`config.mk`:
```
export PLATFORM = sky130hd
export DESIGN_NAME = cfg_stream_tx_flat
export DESIGN_NICKNAME = d
export VERILOG_FILES = /design/src/rtl/cfg_pkg.sv /design/src/rtl/cfg_stream_tx_if.sv /design/src/rtl/cfg_clear_ctr.sv /design/src/rtl/cfg_stream_tx.sv /design/src/flat_wrapper.sv
export SDC_FILE = /design/constraint.sdc
export NUM_CORES = 1
export LEC_CHECK = 0
export CAP_MARGIN = 10
export CELL_PAD_IN_SITES_DETAIL_PLACEMENT = 2
export CELL_PAD_IN_SITES_GLOBAL_PLACEMENT = 2
export CORE_UTILIZATION = 32
export CTS_CLUSTER_SIZE = 40
export DETAILED_ROUTE_END_ITERATION = 7
export DONT_BUFFER_PORTS = 1
export PLACE_DENSITY_LB_ADDON = 0.1
export RECOVER_POWER = 50
export SLEW_MARGIN = 20
export SYNTH_ARGS = -nofsm -noshare
export SYNTH_HDL_FRONTEND = slang
export SYNTH_SLANG_ARGS = --single-unit
```
`constraint.sdc`:
```
create_clock -name clk -period 1.7 [get_ports clk]
set_input_delay 0.255 -clock clk [delete_from_list [all_inputs] [get_ports clk]]
set_output_delay 0.255 -clock clk [all_outputs]
set_load 0.01 [all_outputs]
```
`src/rtl/cfg_pkg.sv`:
```
// cfg_pkg: shared constants, state encoding and command packing for the configuration byte stream
package cfg_pkg;
    localparam logic [1:0] CFG_X  = 2'd0;
    localparam logic [1:0] CFG_Y  = 2'd1;
    localparam logic [1:0] CFG_AB = 2'd2;
    localparam logic [1:0] CFG_CX = 2'd3;
    localparam logic [7:0] CMD_MASK  = 8'h7F;
    localparam logic [7:0] IDLE_BYTE = 8'h00;
    typedef enum logic [2:0] {ST_IDLE, ST_CMD, ST_DATA, ST_CLR_CMD, ST_CLR_DATA} state_t;
    function automatic logic [7:0] pack_cmd(input logic [1:0] layer, input logic [2:0] bits, input logic [1:0] cfg);
        return {1'b1, layer, bits, cfg};
    endfunction
endpackage

```
`src/rtl/cfg_stream_tx_if.sv`:
```
// cfg_stream_tx_if: valid/ready entry interface feeding the configuration transmitter
interface cfg_stream_tx_if;
    logic       in_valid;
    logic       in_ready;
    logic       in_is_mask;
    logic [1:0] in_layer;
    logic [2:0] in_bits;
    logic [1:0] in_cfg;
    logic [7:0] in_data;
    modport master(output in_valid, in_is_mask, in_layer, in_bits, in_cfg, in_data, input in_ready);
    modport slave(input in_valid, in_is_mask, in_layer, in_bits, in_cfg, in_data, output in_ready);
endinterface

```
`src/rtl/cfg_clear_ctr.sv`:
```
// cfg_clear_ctr: 7-bit clear-sequence entry counter split into layer/bits/cfg fields
module cfg_clear_ctr (
    input  logic       clk,
    input  logic       clr,
    input  logic       en,
    output logic [1:0] layer,
    output logic [2:0] bits,
    output logic [1:0] cfg,
    output logic       tc
);
    logic [6:0] cnt;
    always_ff @(posedge clk) cnt <= clr ? 7'd0 : cnt + 7'(en);
    assign {layer, bits, cfg} = cnt;
    assign tc = &cnt;
endmodule

```
`src/rtl/cfg_stream_tx.sv`:
```
// cfg_stream_tx: serialises configuration entries and the self-timed clear sequence onto cfg_out
module cfg_stream_tx
    import cfg_pkg::*;
#(
    parameter logic [7:0] CLR_DATA = 8'h00,
    parameter logic [7:0] CLR_MASK = 8'h00
) (
    input  logic             clk,
    input  logic             rst_n,
    input  logic             clear_start,
    cfg_stream_tx_if.slave   up,
    output logic             busy,
    output logic             done,
    output logic [7:0]       cfg_out
);
    state_t     state, nxt;
    logic [7:0] cmd_q, data_q, cmd_d, data_d, byte_d;
    logic       mask_ph, mask_d, fin, fin_d, done_d;
    logic       take, ctr_en, ctr_clr, tc;
    logic [1:0] c_layer, c_cfg;
    logic [2:0] c_bits;

    cfg_clear_ctr u_ctr (
        .clk  (clk),
        .clr  (!rst_n || ctr_clr),
        .en   (ctr_en),
        .layer(c_layer),
        .bits (c_bits),
        .cfg  (c_cfg),
        .tc   (tc)
    );

    assign up.in_ready = rst_n && (state == ST_IDLE || state == ST_DATA) && !clear_start;
    assign take = up.in_valid && up.in_ready;
    assign busy = state != ST_IDLE;

    // mask_ph: entry 127 has been commanded, next command is the mask; fin: mask data is on the bus
    always_comb begin
        nxt     = state;
        cmd_d   = cmd_q;
        data_d  = data_q;
        mask_d  = mask_ph;
        fin_d   = fin;
        ctr_en  = 1'b0;
        ctr_clr = 1'b0;
        unique case (state)
            ST_IDLE:     nxt = clear_start ? ST_CLR_CMD : take ? ST_CMD : ST_IDLE;
            ST_CMD:      nxt = ST_DATA;
            ST_DATA:     nxt = take ? ST_CMD : ST_IDLE;
            ST_CLR_CMD: begin
                nxt    = ST_CLR_DATA;
                ctr_en = !mask_ph;
                mask_d = mask_ph || tc;
                fin_d  = mask_ph;
            end
            ST_CLR_DATA: begin
                nxt     = fin ? ST_IDLE : ST_CLR_CMD;
                ctr_clr = fin;
                mask_d  = mask_ph && !fin;
                fin_d   = 1'b0;
            end
            default:     nxt = ST_IDLE;
        endcase
        if (take && !clear_start) begin
            cmd_d  = up.in_is_mask ? CMD_MASK : pack_cmd(up.in_layer, up.in_bits, up.in_cfg);
            data_d = up.in_data;
        end
        byte_d = nxt == ST_CMD      ? cmd_d :
                 nxt == ST_DATA     ? data_q :
                 nxt == ST_CLR_CMD  ? (mask_ph ? CMD_MASK : pack_cmd(c_layer, c_bits, c_cfg)) :
                 nxt == ST_CLR_DATA ? (mask_ph ? CLR_MASK : CLR_DATA) : IDLE_BYTE;
        done_d = state == ST_CLR_DATA && fin;
    end

    always_ff @(posedge clk) begin
        if (!rst_n) begin
            state   <= ST_IDLE;
            cfg_out <= IDLE_BYTE;
            done    <= 1'b0;
            mask_ph <= 1'b0;
            fin     <= 1'b0;
            cmd_q   <= 8'h00;
            data_q  <= 8'h00;
        end else begin
            state   <= nxt;
            cfg_out <= byte_d;
            done    <= done_d;
            mask_ph <= mask_d;
            fin     <= fin_d;
            cmd_q   <= cmd_d;
            data_q  <= data_d;
        end
    end
endmodule
```
`src/flat_wrapper.sv`:
```
// flat-port wrapper written by rule: the top's interface ports become plain ports
module cfg_stream_tx_flat import cfg_pkg::*;
#(
    parameter logic [7:0] CLR_DATA = 8'h00,
    parameter logic [7:0] CLR_MASK = 8'h00
)
  (clk, rst_n, clear_start, busy, done, cfg_out, up_in_valid, up_in_is_mask, up_in_layer, up_in_bits, up_in_cfg, up_in_data, up_in_ready);
  cfg_stream_tx_if up_i ();
  input  logic clk;
  input  logic rst_n;
  input  logic clear_start;
  output logic busy;
  output logic done;
  output logic [7:0] cfg_out;
  input wire logic [$bits(up_i.in_valid)-1:0] up_in_valid;
  input wire logic [$bits(up_i.in_is_mask)-1:0] up_in_is_mask;
  input wire logic [$bits(up_i.in_layer)-1:0] up_in_layer;
  input wire logic [$bits(up_i.in_bits)-1:0] up_in_bits;
  input wire logic [$bits(up_i.in_cfg)-1:0] up_in_cfg;
  input wire logic [$bits(up_i.in_data)-1:0] up_in_data;
  output wire logic [$bits(up_i.in_ready)-1:0] up_in_ready;
  assign up_i.in_valid = up_in_valid;
  assign up_i.in_is_mask = up_in_is_mask;
  assign up_i.in_layer = up_in_layer;
  assign up_i.in_bits = up_in_bits;
  assign up_i.in_cfg = up_in_cfg;
  assign up_i.in_data = up_in_data;
  assign up_in_ready = up_i.in_ready;
  cfg_stream_tx #(.CLR_DATA(CLR_DATA), .CLR_MASK(CLR_MASK)) u_core (.clk(clk), .rst_n(rst_n), .clear_start(clear_start), .up(up_i), .busy(busy), .done(done), .cfg_out(cfg_out));
endmodule
```
======== After elaboration in Yosys (flattened, before gate mapping) ========
Cells that the tools add are included.
word-level totals
  bits of input ports ..................... 20
  word-level logic and storage cells ...... 47
  output and inout port bits .............. 11
  register bits ........................... 37
cells by class
  reduce and logical (&&, ||, !) cells .... 17
  muxes and demuxes ....................... 14
  eq/ne operators ......................... 7
  add/sub/neg operators ................... 1
operators by type and width
  cell                                                  count
  two-way mux 8 bit                                     6
  one-hot mux 3 bit (5 select lines)                    1
  equality test 3 x 2 -> 1 bit (second input constant)  4
  adder 7 x 1 -> 7 bit                                  1
  AND reduction 7 bit                                   1
  equality test 3 x 1 -> 1 bit (second input constant)  2
  logical AND 1 bit                                     6
  zero test 1 bit                                       4
  one-hot mux 1 bit (2 select lines)                    2
  equality test 3 bit (second input constant)           1
  zero test 3 bit                                       1
  logical OR 1 bit                                      3
  two-way mux 1 bit                                     3
  two-way mux 3 bit                                     1
  nonzero test 3 bit                                    1
  two-way mux 2 bit                                     1
  nonzero test 2 bit                                    1

======== Depth between registers and ports, before layout ========
  depth after elaboration ................. 12
  mapped depth ............................ 8

======== Modules after synthesis ========
A second synthesis with hierarchy kept.
second synthesis, totals
  cells, all modules ...................... 150
  area total of the unflattened synthesis .. 1,315.0 um2
by module, submodules not included
  module         cells each  instances  area an instance (um2)
  cfg_stream_tx  120         1          1,034.7
  cfg_clear_ctr  30          1          280.3

======== Worst setup path after synthesis ========
OpenSTA, ideal clock, no wires.
  path type ............................... register to register
  from .................................... register u_core.state[2]
  to ...................................... register u_core.cfg_out[7]
  arrival time ............................ 1.543 ns
  cell stages (with the launch flop) ...... 7
  required time ........................... 1.605 ns
  path slack .............................. 0.061 ns
  period minus slack after synthesis ...... 1.639 ns
  path buffers ............................ 2
  cell sequence ........................... dfxtp_1 > buf_6 > or4b_4 > buf_6 > clkinv_1 > a22oi_1 > a221oi_1
between the ends
  cells in the longest elaborated chain, start to end .. 12
RTL lines
  what                                                             RTL line                                  text
  start, declared                                                  cfg_stream_tx.sv:16                       state_t state, nxt;
  start signal, assigned                                           cfg_stream_tx.sv:85                       state <= nxt;
  equality test 3 x 2 -> 1 bit or zero test 3 bit (tied branches)  cfg_stream_tx.sv:33, cfg_stream_tx.sv:46
  logical OR 1 bit                                                 cfg_stream_tx.sv:33                       assign up.in_ready = rst_n && (state == ST_IDLE || state == ST_DATA) && !clear_start;
  logical AND 1 bit (2 in series)                                  cfg_stream_tx.sv:33
  logical AND 1 bit                                                cfg_stream_tx.sv:34                       assign take = up.in_valid && up.in_ready;
  two-way mux 1 bit                                                cfg_stream_tx.sv:47, cfg_stream_tx.sv:49
  two-way mux 3 bit                                                cfg_stream_tx.sv:47                       ST_IDLE: nxt = clear_start ? ST_CLR_CMD : take ? ST_CMD : ST_IDLE;
  one-hot mux 3 bit (5 select lines)                               cfg_stream_tx.sv:46                       unique case (state)
  equality test 3 x 2 -> 1 bit                                     cfg_stream_tx.sv:70                       nxt == ST_CLR_CMD ? (mask_ph ? CMD_MASK : pack_cmd(c_layer, c_bits, c_cfg)) :
  two-way mux 8 bit                                                cfg_stream_tx.sv:70
  two-way mux 8 bit                                                cfg_stream_tx.sv:69                       nxt == ST_DATA ? data_q :
  two-way mux 8 bit *                                              cfg_stream_tx.sv:68                       byte_d = nxt == ST_CMD ? cmd_d :
  end signal, assigned                                             cfg_stream_tx.sv:86                       cfg_out <= byte_d;
  end, declared                                                    cfg_stream_tx.sv:14                       output logic [7:0] cfg_out
Every way passes the cells marked *; elsewhere a longest branch is shown, timed or not.
A chain may end at the register's enable or synchronous reset.

======== Final worst setup path ========
  from .................................... register u_core.state[2]
  to ...................................... output port up_in_ready
between the ends
  cells in the longest elaborated chain, start to end .. 4
RTL lines
  what                                                             RTL line             text
  equality test 3 x 2 -> 1 bit or zero test 3 bit (tied branches)  cfg_stream_tx.sv:33
  logical OR 1 bit *                                               cfg_stream_tx.sv:33
  logical AND 1 bit * (2 in series)                                cfg_stream_tx.sv:33
  end, declared                                                    flat_wrapper.sv:21   output wire logic [$bits(up_i.in_ready)-1:0] up_in_ready;
Marked as above.

==> flow_summary.toml <==
[outcome]
status = "finished, final reports clean"

[yosys]
ys_top_cells_by_count = "dfxtp_1 (29), nor2_1 (15), nand3_1 (13)"
syn_avg_cell_area_um2 = 8.709
syn_inst = 153
synth_top_area_cell = "dfxtp_1"
synth_cell_types = 31
yosysMostFrequentCell = "dfxtp_1"
synth_seq_cells = 29
yosys-top-cells-area = "dfxtp_1 (44%), a221oi_1 (5.3%), nand3_1 (4.9%), o221ai_1 (4.6%), a22oi_1 (4.5%)"
postSynth.asyncResetShare_pct = 0
yosys_warnings = 0
yosysTopAreaCellShare_pct = 43.57
synth_edf_count = 0
syn_area_um2 = 1333
ys.flop_type = "dfxtp_1"
synth_nets = 175
yosysSeqAreaShare_pct = 43.57

[clock_tree]
ctsRootBufferMaster = "clkbuf_8"
cts_tree = "built"
cts.sink_count = 29
cts.htree.levels = 2
clockBufferDepth = 2
clk_pin_slew_ns = 0.06
cts_buffers = 5
clk_latency_ns = 0.28

[final_layout]
multi_input_area_um2 = 661.9
drive_above_1_share_pct = 15.72
regArea_um2 = 581.8
diodes = 0
syn_to_final_growth_pct = 17.46
fin_nets = 181
design_area_um2 = 1565
fillers = 460

[setup_path]
worst_ep_arrival_time_ns = 1.40
crit_path_max_incr_delay_ns = 0.59
start_kind = "register"
r2r_setup_slack_ns = 0.10
cp_num_buf_inv = 2
crit_slowest_cell = "or4b_4"
crit_chain = "or4b_4 -> inv_8 -> buf_8"
cp-end-kind = "output pin"
cpLargestDelayFamily = "simple AND/OR/NAND/NOR gates"
worstPathMaxFanout = 5
path_class = "register to output pin"
reg2reg_from = "u_core.state[2]"
critPathRequiredTime_ns = 1.44
rr_worst_depth = 5
reg2reg_to = "u_core.cfg_out[2]"

[route]
dr_total_vias = 1195
first_iter_violations = 76
vias_per_cell = 5.718
routed_wl_mm = 3.917
drc = 0
drtPass1Iterations = 4
final_antenna_net_count = 0
wire_per_inst_um = 18.74

[timing]
fin_crit_ns = 1.659
fin_skew_ns = 0.007499
setup_viol = 0
relSlewSlack_pct = 74.78
slew_violations = 0
period_share_pct = 97.56
fin_setup_tns_ns = 0
tightest_slew_ns = 0.3779
fmax_mhz = 602.9
hold_violations = 0

[worst_hold_path]
min_to = "u_core.cfg_out[7]"
hp-start = "up_in_is_mask"
hold_path.class = "primary input to register"
hold-path-cell-count = 1

[die]
start_util_pct = 33.31
die-area_um2 = 4426
die_w_um = 66.53
io_pins = 31
rows = 23
die_h_um = 66.53
coreArea_um2 = 4000

[pwr]
ir_drop_uv = 360.5
p_leak_nw = 0.5854
power_density_nw_per_um2 = 932.7

[global_route]
grt_antenna_before_repair = 0
track_usage_pct = 19.91
grt_pass1_wl_mm = 6.354
grt_max_degree = 19
grt_pass1_vias = 1214
grt_overflow = 0

[placement]
io_buffers = 0
placed_area_um2 = 1395
place_hpwl_mm = 2.726
routabilityCongestion = 0.7589

[job]
maxCapViolCount = 0
## worst max-delay path by stage
stage / slack, ns / cells after the start / from / end
2_1_floorplan: 0.06 / 6 / u_core.state[2] / u_core.cfg_out[7]
5_1_grt: -0.004 / 5 / u_core.state[2] / u_core.cfg_out[1]
6_report: 0.04 / 3 / u_core.state[2] / up_in_ready
3_3_place_gp: 0.07 / 7 / u_core.state[0] / u_core.u_ctr.cnt[4]
4_1_cts: 0.02 / 7 / u_core.state[0] / u_core.u_ctr.cnt[4]
3_5_place_dp: 0.03 / 7 / u_core.state[0] / u_core.u_ctr.cnt[4]
## layout by cell type (no fill, tap or decap), types with 2 or more instances in the layout
cell type	synthesis	routed
inv_1	4	4
xor2_1	2	2
a21oi_1	11	11
nand3_1	13	13
or3_1	2	2
nor2b_1	2	2
nor3_1	3	2
and3_1	5	5
clkbuf_8	0	6
o21ai_0	11	11
nor2_1	15	15
buf_4	2	11
a221oi_1	8	8
a22oi_1	8	8
dfxtp_1	29	28
nand2_1	4	4
ha_1	2	2
o221ai_1	7	7
clkbuf_1	11	2
## kinds of logic (layout without fill, tap and decap cells)
| family | Yosys count | after routing | synth area share [%] |
|---|---|---|---|
| xor+xnor | 3 | 3 | 1.972 |
| compound gates | 49 | 49 | 25.26 |
| mux | 1 | 1 | 0.7512 |
| fa+ha+maj | 2 | 2 | 1.878 |
| buf+inv | 21 | 27 | 7.604 |
| flops | 29 | 29 | 43.57 |
| simple gates | 48 | 48 | 18.97 |
## metrics by stage
step	worst slack [ns]	util, %	hold slack (ns)	total power, mW	instances
after floorplan	0.06117	-	0.4027	0.8330	153
after global placement	0.06656	34.88	0.3950	0.8555	198
after detailed placement	0.02985	34.88	0.3790	0.8628	198
after CTS	0.01517	37.44	0.07706	1.451	206
after global routing	-0.004123	39.13	0.08415	1.531	209
final	0.04140	39.13	0.08154	1.460	209
## power breakdown
part	internal [mW]	leakage, nW	switching, mW
Clock	0.321	0.0443	0.261
Sequential	0.700	0.236	0.0159
Combinational	0.0734	0.305	0.0888
Total	1.09	0.585	0.365
## per-layer routing
metal  GRT usage [%]  wire length, µm
met4           9.309               64
met3           6.164              193
met5               0                0
met2           29.72             1802
met1           25.91             1856
## sequential cells by signal (all words and copies together), names as in the netlist
name / cells
u_core.fin: 1
u_core.mask_ph: 1
u_core.u_ctr.cnt: 7
u_core.data_q: 8
u_core.cfg_out: 8
u_core.done: 1
u_core.state: 3
## layout make-up
class	count	share of cell area (%)
inverters	5	1.679
clock buffers	7	5.516
flip-flops and latches	29	37.17
well taps	50	3.997
multi-input cells	103	42.29
repair buffers	15	9.352
## repair_timing
item                                    CTS  global route
pin swaps                                 1             1
resized for setup                         3             5
buffers inserted                          1             2
cloned                                    0             1
hold buffers                              0             0
endpoints found under the setup margin    1             5
Note: power is estimated with default switching activity, not from simulation.
